### config.mk
export PLATFORM = sky130hd
export DESIGN_NAME = uart_host_ctrl
export DESIGN_NICKNAME = d
export VERILOG_FILES = /design/src/rtl/uart_pkg.sv /design/src/rtl/uart_rx_fifo.sv /design/src/rtl/uart_host_ctrl.sv
export SDC_FILE = /design/constraint.sdc
export NUM_CORES = 1
export LEC_CHECK = 0
export CORE_ASPECT_RATIO = 1.1
export CORE_UTILIZATION = 55
export DETAILED_ROUTE_END_ITERATION = 8
export GPL_TIMING_DRIVEN = 0
export HOLD_SLACK_MARGIN = 0.12
export PLACE_DENSITY = 0.84
export SLEW_MARGIN = 25
export SYNTH_ARGS = -nofsm -noshare
export SYNTH_HDL_FRONTEND = slang
export SYNTH_SLANG_ARGS = --single-unit
### constraint.sdc
create_clock -name clk -period 2.15 [get_ports clk]
set_input_delay 0.43 -clock clk [delete_from_list [all_inputs] [get_ports clk]]
set_output_delay 0.43 -clock clk [all_outputs]
set_load 0.005 [all_outputs]
### src/rtl/uart_pkg.sv
// Shared types and default timing constants for the uart host controller.
package uart_pkg;

  // One clkin period of the uart core, measured in 100 MHz clk cycles.
  localparam int CLKIN_CYC      = 651;
  localparam int WRN_CYC_DEF    = 2 ** $clog2(CLKIN_CYC);
  localparam int RDN_CYC_DEF    = 2 ** $clog2(CLKIN_CYC);
  localparam int TX_TIMEOUT_DEF = 2 ** ($clog2(CLKIN_CYC) + 8) - 1;

  typedef enum logic [2:0] {
    TX_IDLE,
    TX_GRANT,
    TX_WR,
    TX_BUSY,
    TX_DONE
  } tx_state_e;

  typedef enum logic [1:0] {
    RX_IDLE,
    RX_RD,
    RX_WAIT
  } rx_state_e;

endpackage

### src/rtl/uart_rx_fifo.sv
// Show-ahead synchronous FIFO holding bytes drained from the uart receiver.
module uart_rx_fifo #(
  parameter int DEPTH = 4,
  parameter int W     = 8
) (
  input  logic         clk,
  input  logic         I_rst_n,
  input  logic         push_i,
  input  logic [W-1:0] wdata_i,
  input  logic         pop_i,
  output logic [W-1:0] rdata_o,
  output logic         empty_o,
  output logic         full_o
);

  localparam int AW = $clog2(DEPTH);
  localparam int PW = AW + 1;

  logic [PW-1:0] wr_ptr_q, rd_ptr_q;
  logic [W-1:0]  mem_q [DEPTH];
  logic          do_push, do_pop;

  // Extra pointer MSB separates full from empty when the index bits match.
  assign empty_o = (wr_ptr_q == rd_ptr_q);
  assign full_o  = (wr_ptr_q[AW] != rd_ptr_q[AW]) && (wr_ptr_q[AW-1:0] == rd_ptr_q[AW-1:0]);
  assign do_push = push_i && !full_o;
  assign do_pop  = pop_i && !empty_o;
  assign rdata_o = empty_o ? '0 : mem_q[rd_ptr_q[AW-1:0]];

  always_ff @(posedge clk or negedge I_rst_n) begin
    if (!I_rst_n) begin
      wr_ptr_q <= '0;
      rd_ptr_q <= '0;
    end else begin
      if (do_push) wr_ptr_q <= wr_ptr_q + PW'(1);
      if (do_pop)  rd_ptr_q <= rd_ptr_q + PW'(1);
    end
  end

  always_ff @(posedge clk) begin
    if (do_push) mem_q[wr_ptr_q[AW-1:0]] <= wdata_i;
  end

endmodule

### src/rtl/uart_host_ctrl.sv
// Drives the uart core's wrn/rdn strobes: round-robin transmit for two requesters
// and an RX drain into a small FIFO, with t_empty/r_ready synchronised from clkin.
module uart_host_ctrl
  import uart_pkg::*;
#(
  parameter int WRN_CYC    = WRN_CYC_DEF,
  parameter int RDN_CYC    = RDN_CYC_DEF,
  parameter int TX_TIMEOUT = TX_TIMEOUT_DEF,
  parameter int RXF_DEPTH  = 4
) (
  input  logic       clk,
  input  logic       I_rst_n,
  // reqN_valid/reqN_data are held by the requester; reqN_ready pulses for exactly
  // the one cycle in which the byte is taken. Dropping valid earlier withdraws it.
  input  logic       req0_valid,
  input  logic [7:0] req0_data,
  output logic       req0_ready,
  input  logic       req1_valid,
  input  logic [7:0] req1_data,
  output logic       req1_ready,
  output logic       rx_valid,
  output logic [7:0] rx_data,
  input  logic       rx_pop,
  output logic       tx_err,
  output logic       rx_stall,
  output logic       u_wrn,
  output logic       u_rdn,
  output logic [7:0] u_d_in,
  input  logic [7:0] u_d_out,
  input  logic       u_t_empty,
  input  logic       u_r_ready,
  output logic [2:0] dbg_tx_state,
  output logic [1:0] dbg_rx_state
);

  localparam int TX_CW = $clog2(((WRN_CYC > TX_TIMEOUT) ? WRN_CYC : TX_TIMEOUT) + 1);
  localparam int RX_CW = $clog2(RDN_CYC + 1);

  logic [1:0] te_sync_q, rr_sync_q;
  logic       te_s, rr_s;

  always_ff @(posedge clk or negedge I_rst_n) begin
    if (!I_rst_n) begin
      te_sync_q <= '0;
      rr_sync_q <= '0;
    end else begin
      te_sync_q <= {te_sync_q[0], u_t_empty};
      rr_sync_q <= {rr_sync_q[0], u_r_ready};
    end
  end

  assign te_s = te_sync_q[1];
  assign rr_s = rr_sync_q[1];

  tx_state_e        tx_state_q, tx_state_d;
  logic [TX_CW-1:0] tx_cnt_q, tx_cnt_d;
  logic [7:0]       d_in_q, d_in_d;
  logic             last_q, last_d;  // 1: req1 was granted last, so req0 wins a tie
  logic             wrn_q, wrn_d, tx_err_q, tx_err_d;
  logic             grant0, grant1;

  always_ff @(posedge clk or negedge I_rst_n) begin
    if (!I_rst_n) begin
      tx_state_q <= TX_IDLE;
      tx_cnt_q   <= '0;
      d_in_q     <= '0;
      last_q     <= 1'b1;
      wrn_q      <= 1'b1;
      tx_err_q   <= 1'b0;
    end else begin
      tx_state_q <= tx_state_d;
      tx_cnt_q   <= tx_cnt_d;
      d_in_q     <= d_in_d;
      last_q     <= last_d;
      wrn_q      <= wrn_d;
      tx_err_q   <= tx_err_d;
    end
  end

  always_comb begin
    tx_state_d = tx_state_q;
    tx_cnt_d   = tx_cnt_q;
    d_in_d     = d_in_q;
    last_d     = last_q;
    tx_err_d   = tx_err_q;
    grant0     = 1'b0;
    grant1     = 1'b0;
    case (tx_state_q)
      TX_IDLE: if (te_s && (req0_valid || req1_valid)) tx_state_d = TX_GRANT;
      TX_GRANT: begin
        if (req0_valid && req1_valid) begin
          grant0 = last_q;
          grant1 = !last_q;
        end else begin
          grant0 = req0_valid;
          grant1 = req1_valid;
        end
        if (grant0 || grant1) begin
          d_in_d     = grant1 ? req1_data : req0_data;
          last_d     = grant1;
          tx_cnt_d   = '0;
          tx_state_d = TX_WR;
        end else begin
          tx_state_d = TX_IDLE;
        end
      end
      TX_WR: begin
        if (tx_cnt_q == TX_CW'(WRN_CYC - 1)) begin
          tx_cnt_d   = '0;
          tx_state_d = TX_BUSY;
        end else begin
          tx_cnt_d = tx_cnt_q + TX_CW'(1);
        end
      end
      TX_BUSY: begin
        if (!te_s) begin
          tx_state_d = TX_DONE;
        end else if (tx_cnt_q == TX_CW'(TX_TIMEOUT - 1)) begin
          tx_err_d   = 1'b1;
          tx_state_d = TX_IDLE;
        end else begin
          tx_cnt_d = tx_cnt_q + TX_CW'(1);
        end
      end
      TX_DONE: if (te_s) tx_state_d = TX_IDLE;
      default: tx_state_d = TX_IDLE;
    endcase
    // Strobe is registered from the next state so it is glitch-free toward the uart.
    wrn_d = (tx_state_d != TX_WR);
  end

  assign req0_ready   = grant0;
  assign req1_ready   = grant1;
  assign u_d_in       = d_in_q;
  assign u_wrn        = wrn_q;
  assign tx_err       = tx_err_q;
  assign dbg_tx_state = tx_state_q;

  rx_state_e        rx_state_q, rx_state_d;
  logic [RX_CW-1:0] rx_cnt_q, rx_cnt_d;
  logic             rdn_q, rdn_d;
  logic             fifo_push, fifo_empty, fifo_full;

  always_ff @(posedge clk or negedge I_rst_n) begin
    if (!I_rst_n) begin
      rx_state_q <= RX_IDLE;
      rx_cnt_q   <= '0;
      rdn_q      <= 1'b1;
    end else begin
      rx_state_q <= rx_state_d;
      rx_cnt_q   <= rx_cnt_d;
      rdn_q      <= rdn_d;
    end
  end

  always_comb begin
    rx_state_d = rx_state_q;
    rx_cnt_d   = rx_cnt_q;
    fifo_push  = 1'b0;
    case (rx_state_q)
      RX_IDLE: begin
        if (rr_s && !fifo_full) begin
          fifo_push  = 1'b1;
          rx_cnt_d   = '0;
          rx_state_d = RX_RD;
        end
      end
      RX_RD: begin
        if (rx_cnt_q == RX_CW'(RDN_CYC - 1)) rx_state_d = RX_WAIT;
        else rx_cnt_d = rx_cnt_q + RX_CW'(1);
      end
      // Hold off until r_ready falls so one byte is never captured twice.
      RX_WAIT: if (!rr_s) rx_state_d = RX_IDLE;
      default: rx_state_d = RX_IDLE;
    endcase
    rdn_d = (rx_state_d != RX_RD);
  end

  assign rx_stall     = (rx_state_q == RX_IDLE) && rr_s && fifo_full;
  assign u_rdn        = rdn_q;
  assign rx_valid     = !fifo_empty;
  assign dbg_rx_state = rx_state_q;

  uart_rx_fifo #(
    .DEPTH(RXF_DEPTH),
    .W    (8)
  ) u_rx_fifo (
    .clk    (clk),
    .I_rst_n(I_rst_n),
    .push_i (fifo_push),
    .wdata_i(u_d_out),
    .pop_i  (rx_pop),
    .rdata_o(rx_data),
    .empty_o(fifo_empty),
    .full_o (fifo_full)
  );

endmodule

==> results_tabular.tex, run 1 <==
\begin{tabular}{lr}
\hline
Metric & Value \\
\hline
\multicolumn{2}{l}{\textbf{Yosys}} \\
Share of synthesized cell area in full adder, half adder and majority cells & 0.0235 \\
Yosys warning count & 0 \\
Synthesized flop and latch total & between 80 and 90 \\
Xor/xnor cell area share of the yosys netlist & 0.0287 \\
Post-synthesis cell area & 4270 um\^{}2 \\
Mean area per synthesized cell & 11.7 um\^{}2 \\
Number of distinct library cells after synthesis & 57 \\
Multiplexer share of the synthesized area & 0.0965 \\
Proportion of register bits with asynchronous set or reset after synthesis & 0.636 \\
Net count after synthesis & slightly above 400 \\
Post-synthesis compound-gate area fraction & 0.0804 \\
Area fraction in and, or, nand and nor cells after synthesis & 0.189 \\
Portion of the post-synthesis area used by sequential elements & 0.555 \\
EDFF count, synth & 32 \\
Dominant combinational cell family by area after synthesis & simple AND/OR/NAND/NOR gates \\
Synthesized netlist cell count & $\sim$360 \\
Most used flip-flop cell after synthesis & sky130\_fd\_sc\_hd\_\_dfrtp\_1 \\
\multicolumn{2}{l}{\textbf{Global routing}} \\
Met3 layer usage reported by global route & 0.0393 \\
Number of antenna violations at the first check in global routing & 0 \\
Met1 track utilization from global routing & 0.298 \\
Overall fraction of global-route tracks in use & 0.251 \\
Remaining global-route overflow & 0 \\
Pin count of the biggest net entering global routing & 55 \\
Most utilized layer in the global route result & met2 \\
Number of global-route vias before repair & roughly 3200 \\
GR met2 Demand/Resource & 0.455 \\
First-pass GRT wire length & around 15 mm \\
\multicolumn{2}{l}{\textbf{Power}} \\
Switching part of the total power & 0.369 \\
Total Power & roughly 6.2 mW \\
Internal Dissipation & $\sim$3.9 mW \\
Leakage component of the power & around 2.3 nW \\
Net switching power & 2.30 mW \\
Sequential share of power & 0.379 \\
Maximum vdd drop & between 0.0004 and 0.0005 V \\
Total power density per cell area & around 1100 nW/um\^{}2 \\
Combinational group share of total power & 0.434 \\
Clock network fraction of design power & 0.187 \\
\multicolumn{2}{l}{\textbf{Critical path}} \\
Setup slack, reg-to-reg & between 0.1 and 0.15 ns \\
Type of element launching the critical path & flop \\
Critical path arrival & between 1.5 and 2 ns \\
Kind of critical path & flop to primary output \\
Crit Path Max Fanout & 10 \\
Critical path required time & around 1.7 ns \\
Critical path endpoint category & primary output \\
\multicolumn{2}{l}{\textbf{Floorplan}} \\
Area of the die & approximately 8100 um\^{}2 \\
Vertical extent of the die & 94.4 um \\
Starting density of the core & 0.571 \\
Width of the die & 86.0 um \\
Placeable core area & between 7000 and 8000 um\^{}2 \\
Num rows & 33 \\
IO Pins & between 50 and 60 \\
\multicolumn{2}{l}{\textbf{STA}} \\
Setup\_tns & -0.214 ns \\
Maximum clock frequency & 453 MHz \\
Final critical-path share of the clock period & 1.03 \\
Post-layout worst setup margin & -0.0563 ns \\
Time the final worst path needs with I/O delays and setup & around 2.2 ns \\
Max-slew violation count & 0 \\
Total of endpoints with negative setup slack in the final report & 9 \\
RSZ-0062 raised after global routing & true \\
Final Hold Viols & 0 \\
Slew Limit Headroom & 0.546 \\
Post-Route Skew & just under 0.02 ns \\
Worst slew pin tran & 0.675 ns \\
\multicolumn{2}{l}{\textbf{Run status}} \\
Status & finished with violations \\
Violated checks & negative setup slack \\
\multicolumn{2}{l}{\textbf{Routing}} \\
WL final & $\sim$9.6 mm \\
Number of nets still failing antenna checks after routing & 0 \\
Total vias in the final route & roughly 3200 \\
Number of iterations in the first detailed-routing pass & 4 \\
Vias per std cell & around 5.6 \\
Initial DRC Count & around 170 \\
\# DRC & 0 \\
Average wire length per cell after detail routing & between 15 and 20 um \\
\multicolumn{2}{l}{\textbf{Clock network}} \\
Sink Count & 88 \\
Clk slew on worst S/H paths & 0.12 ns \\
TritonCTS clock tree & yes \\
Root buffer cell & sky130\_fd\_sc\_hd\_\_clkbuf\_8 \\
Clock insertion delay at the later pin of the skew report & 0.38 ns \\
Number of buffers inserted during clock tree synthesis & 9 \\
Max clock buf depth & 2 \\
Maximum level of the CTS H-tree & 3 \\
\multicolumn{2}{l}{\textbf{Placed design}} \\
Number of buffers inserted by port buffering & 58 \\
Final weighted congestion in routability-driven placement & a little under 0.9 \\
HPWL after DPL & a little over 6 mm \\
Cell total after placement & 528 \\
Post-Place Cell Area & between 5000 and 6000 um\^{}2 \\
\multicolumn{2}{l}{\textbf{Flow run}} \\
Max Cap Viol & 0 \\
\multicolumn{2}{l}{\textbf{Min path}} \\
Hold Path Class & flop to flop \\
\multicolumn{2}{l}{\textbf{Layout}} \\
Multi-input gate area & 1930 um\^{}2 \\
Net count of the finished layout & 490 \\
Core occupancy in the finished layout & 0.734 \\
Final standard cell area without fillers & roughly 5500 um\^{}2 \\
Ratio of cells with drive above 1 in the final layout & 0.226 \\
Footprint of the flip-flops and latches & approximately 2400 um\^{}2 \\
Layout Area Growth over Synthesis & 28.6\% \\
Filler cell count in the final layout & between 400 and 500 \\
Non-filler cells, final & roughly 560 \\
Number of diodes & 0 \\
\hline
\end{tabular}
state kept, by name, indices dropped and copies added (netlist names), 2 cells and up:
name	count
u_rx_fifo.mem_q	32
tx_cnt_q	18
rx_cnt_q	11
u_d_in	8
dbg_tx_state	3
u_rx_fifo.rd_ptr_q	3
u_rx_fifo.wr_ptr_q	3
dbg_rx_state	2
rr_sync_q	2
te_sync_q	2
per-layer routing:
metal / share of wire / routed length (um)
met1: 0.41 / 3930
met2: 0.54 / 5190
met3: 0.033 / 323
met4: 0.020 / 197
met5: 0 / 0
worst max-delay path: stages (launching register included):
cell and delay (ns):
sky130_fd_sc_hd__dfrtp_1 0.41, sky130_fd_sc_hd__buf_6 0.16, sky130_fd_sc_hd__xnor2_4 0.25, sky130_fd_sc_hd__buf_4 0.17, sky130_fd_sc_hd__nand3_4 0.08, sky130_fd_sc_hd__nor3b_2 0.18, sky130_fd_sc_hd__buf_2 0.14
layout make-up:
type	instances	share of cell area
flip-flops and latches	88	0.432
multi-input cells	254	0.353
repair buffers	79	0.135
well taps	105	0.0240
clock buffers	9	0.0226
clock inverters	7	0.0139
plain buffers	10	0.0135
inverters	9	0.00616
metrics by stage:
stage,setup WS (ns),hold WS (ns)
after floorplan,0.244,0.134
after global placement,-1.02,0.333
after detailed placement,-0.660,0.237
after CTS,-0.107,0.352
after global routing,-0.110,0.352
final,-0.0563,0.344
synthesized netlist by cell type, types with 2 or more instances:
cell type	number	share of area
sky130_fd_sc_hd__nand2b_1	14	0.021
sky130_fd_sc_hd__a21oi_1	18	0.021
sky130_fd_sc_hd__and4_1	2	0.0041
sky130_fd_sc_hd__nor4_1	2	0.0029
sky130_fd_sc_hd__nand3_1	18	0.021
sky130_fd_sc_hd__and3_1	3	0.0044
sky130_fd_sc_hd__buf_1	2	0.0018
sky130_fd_sc_hd__nor2_1	26	0.023
sky130_fd_sc_hd__o31ai_1	2	0.0035
sky130_fd_sc_hd__dfrtp_1	53	0.31
sky130_fd_sc_hd__edfxtp_1	32	0.23
sky130_fd_sc_hd__clkbuf_1	4	0.0035
sky130_fd_sc_hd__dfstp_2	3	0.018
sky130_fd_sc_hd__and2_1	9	0.013
sky130_fd_sc_hd__or2_2	2	0.0029
sky130_fd_sc_hd__inv_1	9	0.0079
sky130_fd_sc_hd__mux2i_1	22	0.052
sky130_fd_sc_hd__a21oi_2	5	0.010
sky130_fd_sc_hd__buf_2	5	0.0059
sky130_fd_sc_hd__a21boi_0	3	0.0053
sky130_fd_sc_hd__nand4_1	11	0.016
sky130_fd_sc_hd__nor3b_1	2	0.0035
sky130_fd_sc_hd__nand3b_1	3	0.0053
sky130_fd_sc_hd__o21ai_0	9	0.011
sky130_fd_sc_hd__ha_1	8	0.023
sky130_fd_sc_hd__xor2_1	9	0.018
sky130_fd_sc_hd__nand2_1	28	0.025
sky130_fd_sc_hd__xnor2_1	5	0.010
sky130_fd_sc_hd__o21a_1	2	0.0035
sky130_fd_sc_hd__a31oi_1	2	0.0029
sky130_fd_sc_hd__nor2b_1	13	0.019
sky130_fd_sc_hd__mux4_2	8	0.042
sky130_fd_sc_hd__nor3_1	5	0.0059
sky130_fd_sc_hd__o31a_1	2	0.0041
worst paths after layout:
kind,start,endpoint,cells past startpoint
setup reg to reg,u_rx_fifo.rd_ptr_q[1],u_rx_fifo.mem_q[2][4],6
min in group asynchronous,I_rst_n,rx_cnt_q[5],2
setup / recovery,u_rx_fifo.rd_ptr_q[1],rx_stall,6
hold / removal,rr_sync_q[0],rr_sync_q[1],0
hold reg to reg,rr_sync_q[0],rr_sync_q[1],0
max in group asynchronous,I_rst_n,u_wrn,3
cell usage in the layout, fill, tap and decap left out, types with 3 or more instances in the layout:
cell type	synthesis	layout
sky130_fd_sc_hd__xor2_1	9	8
sky130_fd_sc_hd__nand4_1	11	11
sky130_fd_sc_hd__dfstp_2	3	3
sky130_fd_sc_hd__buf_4	1	17
sky130_fd_sc_hd__buf_2	5	12
sky130_fd_sc_hd__nand2_1	28	27
sky130_fd_sc_hd__nor2b_1	13	10
sky130_fd_sc_hd__nor3_1	5	4
sky130_fd_sc_hd__edfxtp_1	32	32
sky130_fd_sc_hd__mux4_2	8	8
sky130_fd_sc_hd__a21oi_1	18	18
sky130_fd_sc_hd__clkdlybuf4s50_1	0	43
sky130_fd_sc_hd__inv_6	0	3
sky130_fd_sc_hd__and2_1	9	5
sky130_fd_sc_hd__inv_1	9	8
sky130_fd_sc_hd__inv_8	0	3
sky130_fd_sc_hd__nor2_1	26	25
sky130_fd_sc_hd__nand3_1	18	17
sky130_fd_sc_hd__nand2b_1	14	14
sky130_fd_sc_hd__o21ai_0	9	9
sky130_fd_sc_hd__ha_1	8	8
sky130_fd_sc_hd__xnor2_1	5	3
sky130_fd_sc_hd__nand3b_1	3	3
sky130_fd_sc_hd__mux2i_1	22	22
sky130_fd_sc_hd__and3_1	3	3
sky130_fd_sc_hd__dfrtp_2	0	4
sky130_fd_sc_hd__buf_6	1	7
sky130_fd_sc_hd__clkbuf_8	1	10
sky130_fd_sc_hd__a21oi_2	5	4
sky130_fd_sc_hd__dfrtp_1	53	49
sky130_fd_sc_hd__dlygate4sd2_1	0	3
logic make-up after synthesis:
| family | count (synthesis) |
|---|---|
| multiplexers | 31 |
| XOR/XNOR | 14 |
| buffers and inverters | 23 |
| flip-flops | 88 |
| adder cells (fa/ha/maj) | 8 |
| AO/OA/AOI/OAI | 51 |
| AND/OR/NAND/NOR | 149 |
power by group through the flow:
stage	sequential, mW	combinational [mW]	clock (mW)
after floorplan	2.30	1.22	0
after global placement	2.34	1.99	0
after detailed placement	2.36	2.09	0
after CTS	2.36	2.61	1.17
after global routing	2.40	2.95	1.23
final	2.37	2.71	1.17
what timing repair did:
action,in CTS,in global routing
gates cloned,2,0
gates resized for setup,85,10
pin swaps,6,9
setup endpoints to repair,56,44
hold endpoints to repair,53,0
setup buffers,10,9
hold buffers,1,0
Note: power is estimated with default switching activity, not from simulation.
==> inputs of run 2 (changes only) <==
SETUP_SLACK_MARGIN = 0.1   (was not set)
==> results_tabular.tex, run 2 (synthesis results as in run 1) <==
\begin{tabular}{lr}
\hline
Metric & Value \\
\hline
\multicolumn{2}{l}{\textbf{Layout}} \\
Commonest cells after routing, fill and taps aside & 48 x sky130\_fd\_sc\_hd\_\_dfrtp\_1, 43 x sky130\_fd\_sc\_hd\_\_clkdlybuf4s50\_1, 32 x sky130\_fd\_sc\_hd\_\_edfxtp\_1 (was 49 x sky130\_fd\_sc\_hd\_\_dfrtp\_1, 43 x sky130\_fd\_sc\_hd\_\_clkdlybuf4s50\_1, 32 x sky130\_fd\_sc\_hd\_\_edfxtp\_1) \\
Layout Area Growth over Synthesis & 30.4\% (was 28.6\%) \\
Final standard cell area without fillers & 5560 um\^{}2 (was 5490 um\^{}2) \\
Net count of the finished layout & 494 (was 490) \\
Ratio of cells with drive above 1 in the final layout & 0.250 (was 0.226) \\
Filler cell count in the final layout & 457 (was 471) \\
Non-filler cells, final & 565 (was 561) \\
Max FFs per register & 32 (unchanged) \\
Number of diodes & 0 (unchanged) \\
Most frequent standard cell in the layout excluding fill and tap cells & sky130\_fd\_sc\_hd\_\_dfrtp\_1 (unchanged) \\
\multicolumn{2}{l}{\textbf{Critical path}} \\
Setup slack, reg-to-reg & 0.17 ns (was 0.12 ns) \\
Peak per-stage delay on the critical path & 0.55 ns (was 0.41 ns) \\
Type of element launching the critical path & flop (unchanged) \\
Cell Chain, Critical Path & buf\_6 > buf\_8 > mux4\_2 > nor2b\_4 > buf\_2 (was buf\_6 > xnor2\_4 > buf\_4 > nand3\_4 > nor3b\_2 > buf\_2) \\
CP delay by family, top & multiplexers (was buffers and inverters) \\
Critical path required time & 1.72 ns (about the same) \\
Crit Path Max Fanout & 5 (was 10) \\
Number of buffer and inverter instances along the worst setup path & 3 (unchanged) \\
Kind of critical path & flop to primary output (unchanged) \\
Critical path arrival & 1.84 ns (was 1.78 ns) \\
Crit-path slowest cell & sky130\_fd\_sc\_hd\_\_mux4\_2 (was sky130\_fd\_sc\_hd\_\_dfrtp\_1) \\
Critical path endpoint category & primary output (unchanged) \\
\multicolumn{2}{l}{\textbf{Power}} \\
Sequential share of power & 0.374 (was 0.379) \\
Clock network fraction of design power & 0.182 (was 0.187) \\
Total Power & 6.34 mW (was 6.24 mW) \\
Leakage component of the power & 2.28 nW (was 2.26 nW) \\
Switching part of the total power & 0.370 (was 0.369) \\
Internal Dissipation & 4.00 mW (was 3.94 mW) \\
Total power density per cell area & 1140 nW/um\^{}2 (about the same) \\
Maximum vdd drop & 0.000533 V (was 0.000455 V) \\
Net switching power & 2.35 mW (was 2.30 mW) \\
Combinational group share of total power & 0.444 (was 0.434) \\
\multicolumn{2}{l}{\textbf{Global routing}} \\
First-pass GRT wire length & 15.5 mm (was 15.3 mm) \\
Remaining global-route overflow & 0 (unchanged) \\
Overall fraction of global-route tracks in use & 0.260 (was 0.251) \\
Number of antenna violations at the first check in global routing & 0 (unchanged) \\
Number of global-route vias before repair & 3192 (was 3177) \\
Pin count of the biggest net entering global routing & 55 (unchanged) \\
\multicolumn{2}{l}{\textbf{STA}} \\
Slew Limit Headroom & 0.695 (was 0.546) \\
Worst slew pin tran & 0.458 ns (was 0.675 ns) \\
Max-slew violation count & 0 (unchanged) \\
Maximum clock frequency & 440 MHz (was 453 MHz) \\
Time the final worst path needs with I/O delays and setup & 2.27 ns (was 2.21 ns) \\
RSZ-0062 raised after global routing & true (unchanged) \\
Final critical-path share of the clock period & 1.06 (was 1.03) \\
Total of endpoints with negative setup slack in the final report & 8 (was 9) \\
Final Hold Viols & 0 (unchanged) \\
Post-layout worst setup margin & -0.124 ns (was -0.0563 ns) \\
Post-Route Skew & 0.0160 ns (was 0.0196 ns) \\
\multicolumn{2}{l}{\textbf{Clock network}} \\
TritonCTS clock tree & yes (unchanged) \\
Clk slew on worst S/H paths & 0.11 ns (was 0.12 ns) \\
Clock insertion delay at the later pin of the skew report & 0.37 ns (was 0.38 ns) \\
Max clock buf depth & 2 (unchanged) \\
Root buffer cell & sky130\_fd\_sc\_hd\_\_clkbuf\_8 (unchanged) \\
Sink Count & 88 (unchanged) \\
Maximum level of the CTS H-tree & 3 (unchanged) \\
Number of buffers inserted during clock tree synthesis & 9 (unchanged) \\
\multicolumn{2}{l}{\textbf{Routing}} \\
Vias per std cell & 5.71 (was 5.62) \\
Number of nets still failing antenna checks after routing & 0 (unchanged) \\
Number of iterations in the first detailed-routing pass & 4 (unchanged) \\
Initial DRC Count & 206 (was 174) \\
WL final & 10.1 mm (was 9.64 mm) \\
Met3 wire length & 339 um (was 323 um) \\
Total vias in the final route & 3225 (was 3154) \\
Post-Route M1 WL & 3.92 mm (was 3.93 mm) \\
Max Used Layer & met4 (unchanged) \\
\# DRC & 0 (unchanged) \\
Average wire length per cell after detail routing & 17.8 um (was 17.2 um) \\
Routed length on met2 & 5.52 mm (was 5.19 mm) \\
\multicolumn{2}{l}{\textbf{Placed design}} \\
Cell total after placement & 528 (unchanged) \\
Post-Place Cell Area & 5000 um\^{}2 (unchanged) \\
HPWL after DPL & 6.10 mm (unchanged) \\
Final weighted congestion in routability-driven placement & 0.876 (unchanged) \\
Number of buffers inserted by port buffering & 58 (unchanged) \\
\multicolumn{2}{l}{\textbf{Floorplan}} \\
Vertical extent of the die & 94.4 um (unchanged) \\
Starting density of the core & 0.571 (unchanged) \\
Placeable core area & 7470 um\^{}2 (unchanged) \\
IO Pins & 59 (unchanged) \\
Area of the die & 8110 um\^{}2 (unchanged) \\
Num rows & 33 (unchanged) \\
Width of the die & 86.0 um (unchanged) \\
\multicolumn{2}{l}{\textbf{Flow run}} \\
Max Cap Viol & 0 (unchanged) \\
\multicolumn{2}{l}{\textbf{Run status}} \\
Violated checks & negative setup slack (unchanged) \\
Status & finished with violations (unchanged) \\
\multicolumn{2}{l}{\textbf{Min path}} \\
Hold Path Class & flop to flop (unchanged) \\
\hline
\end{tabular}
## run 2: power by group through the flow
stage | logic (mW) | registers [mW] | clock network, mW
finish | 2.82 | 2.37 | 1.15
global route | 3.04 | 2.41 | 1.22
CTS | 2.66 | 2.35 | 1.17
detailed placement | 2.09 | 2.36 | 0
global placement | 1.99 | 2.34 | 0
floorplan | 1.22 | 2.30 | 0
## run 2: final timing paths
path	from	endpoint	cells past startpoint
max in group asynchronous	I_rst_n	u_wrn	3
worst max-delay path	u_rx_fifo.rd_ptr_q[0]	rx_data[6]	5
worst min-delay path	rr_sync_q[0]	rr_sync_q[1]	0
worst min register to register	rr_sync_q[0]	rr_sync_q[1]	0
worst max register to register	tx_cnt_q[13]	tx_cnt_q[3]	7
min in group asynchronous	I_rst_n	rx_cnt_q[1]	2
## run 2: what timing repair did
action	in CTS	in global routing
setup endpoints to repair	73	65
gates resized for setup	92	20
buffers inserted	14	4
pin swaps	8	10
cloned	2	1
hold endpoints to repair	53	0
hold buffers	1	0
## run 2: stage by stage
step | util | hold WS [ns] | TNS, ns | worst slack [ns]
after detailed placement | 0.669 | 0.237 | -22.19 | -0.660
after global routing | 0.744 | 0.352 | -1.02 | -0.168
after CTS | 0.734 | 0.352 | -0.737 | -0.107
final | 0.744 | 0.353 | -0.537 | -0.124
after floorplan | - | 0.134 | 0 | 0.244
after global placement | 0.666 | 0.333 | -72.78 | -1.02
## run 2: layout make-up
cell class	count	area (um^2)	share of cell area
inverters	9	33.8	0.00607
clock inverters	7	76.3	0.0137
repair buffers	79	734	0.132
multi-input cells	254	1980	0.356
clock buffers	9	124	0.0223
well taps	105	131	0.0236
plain buffers	14	111	0.0200
flip-flops and latches	88	2370	0.427
## run 2: metal layers
layer	vias up	track usage
met4	0	0.122
met5	-	0
met1	1606	0.293
li1	1499	-
met3	24	0.0411
met2	96	0.479
## run 2: worst register-to-register path, cell delays in order (launching register included)
cell,delay [ns]
sky130_fd_sc_hd__dfrtp_1,0.38
sky130_fd_sc_hd__buf_4,0.13
sky130_fd_sc_hd__nand4_1,0.19
sky130_fd_sc_hd__or4_4,0.49
sky130_fd_sc_hd__o31ai_4,0.27
sky130_fd_sc_hd__buf_2,0.23
sky130_fd_sc_hd__a21oi_2,0.07
sky130_fd_sc_hd__mux2i_1,0.11
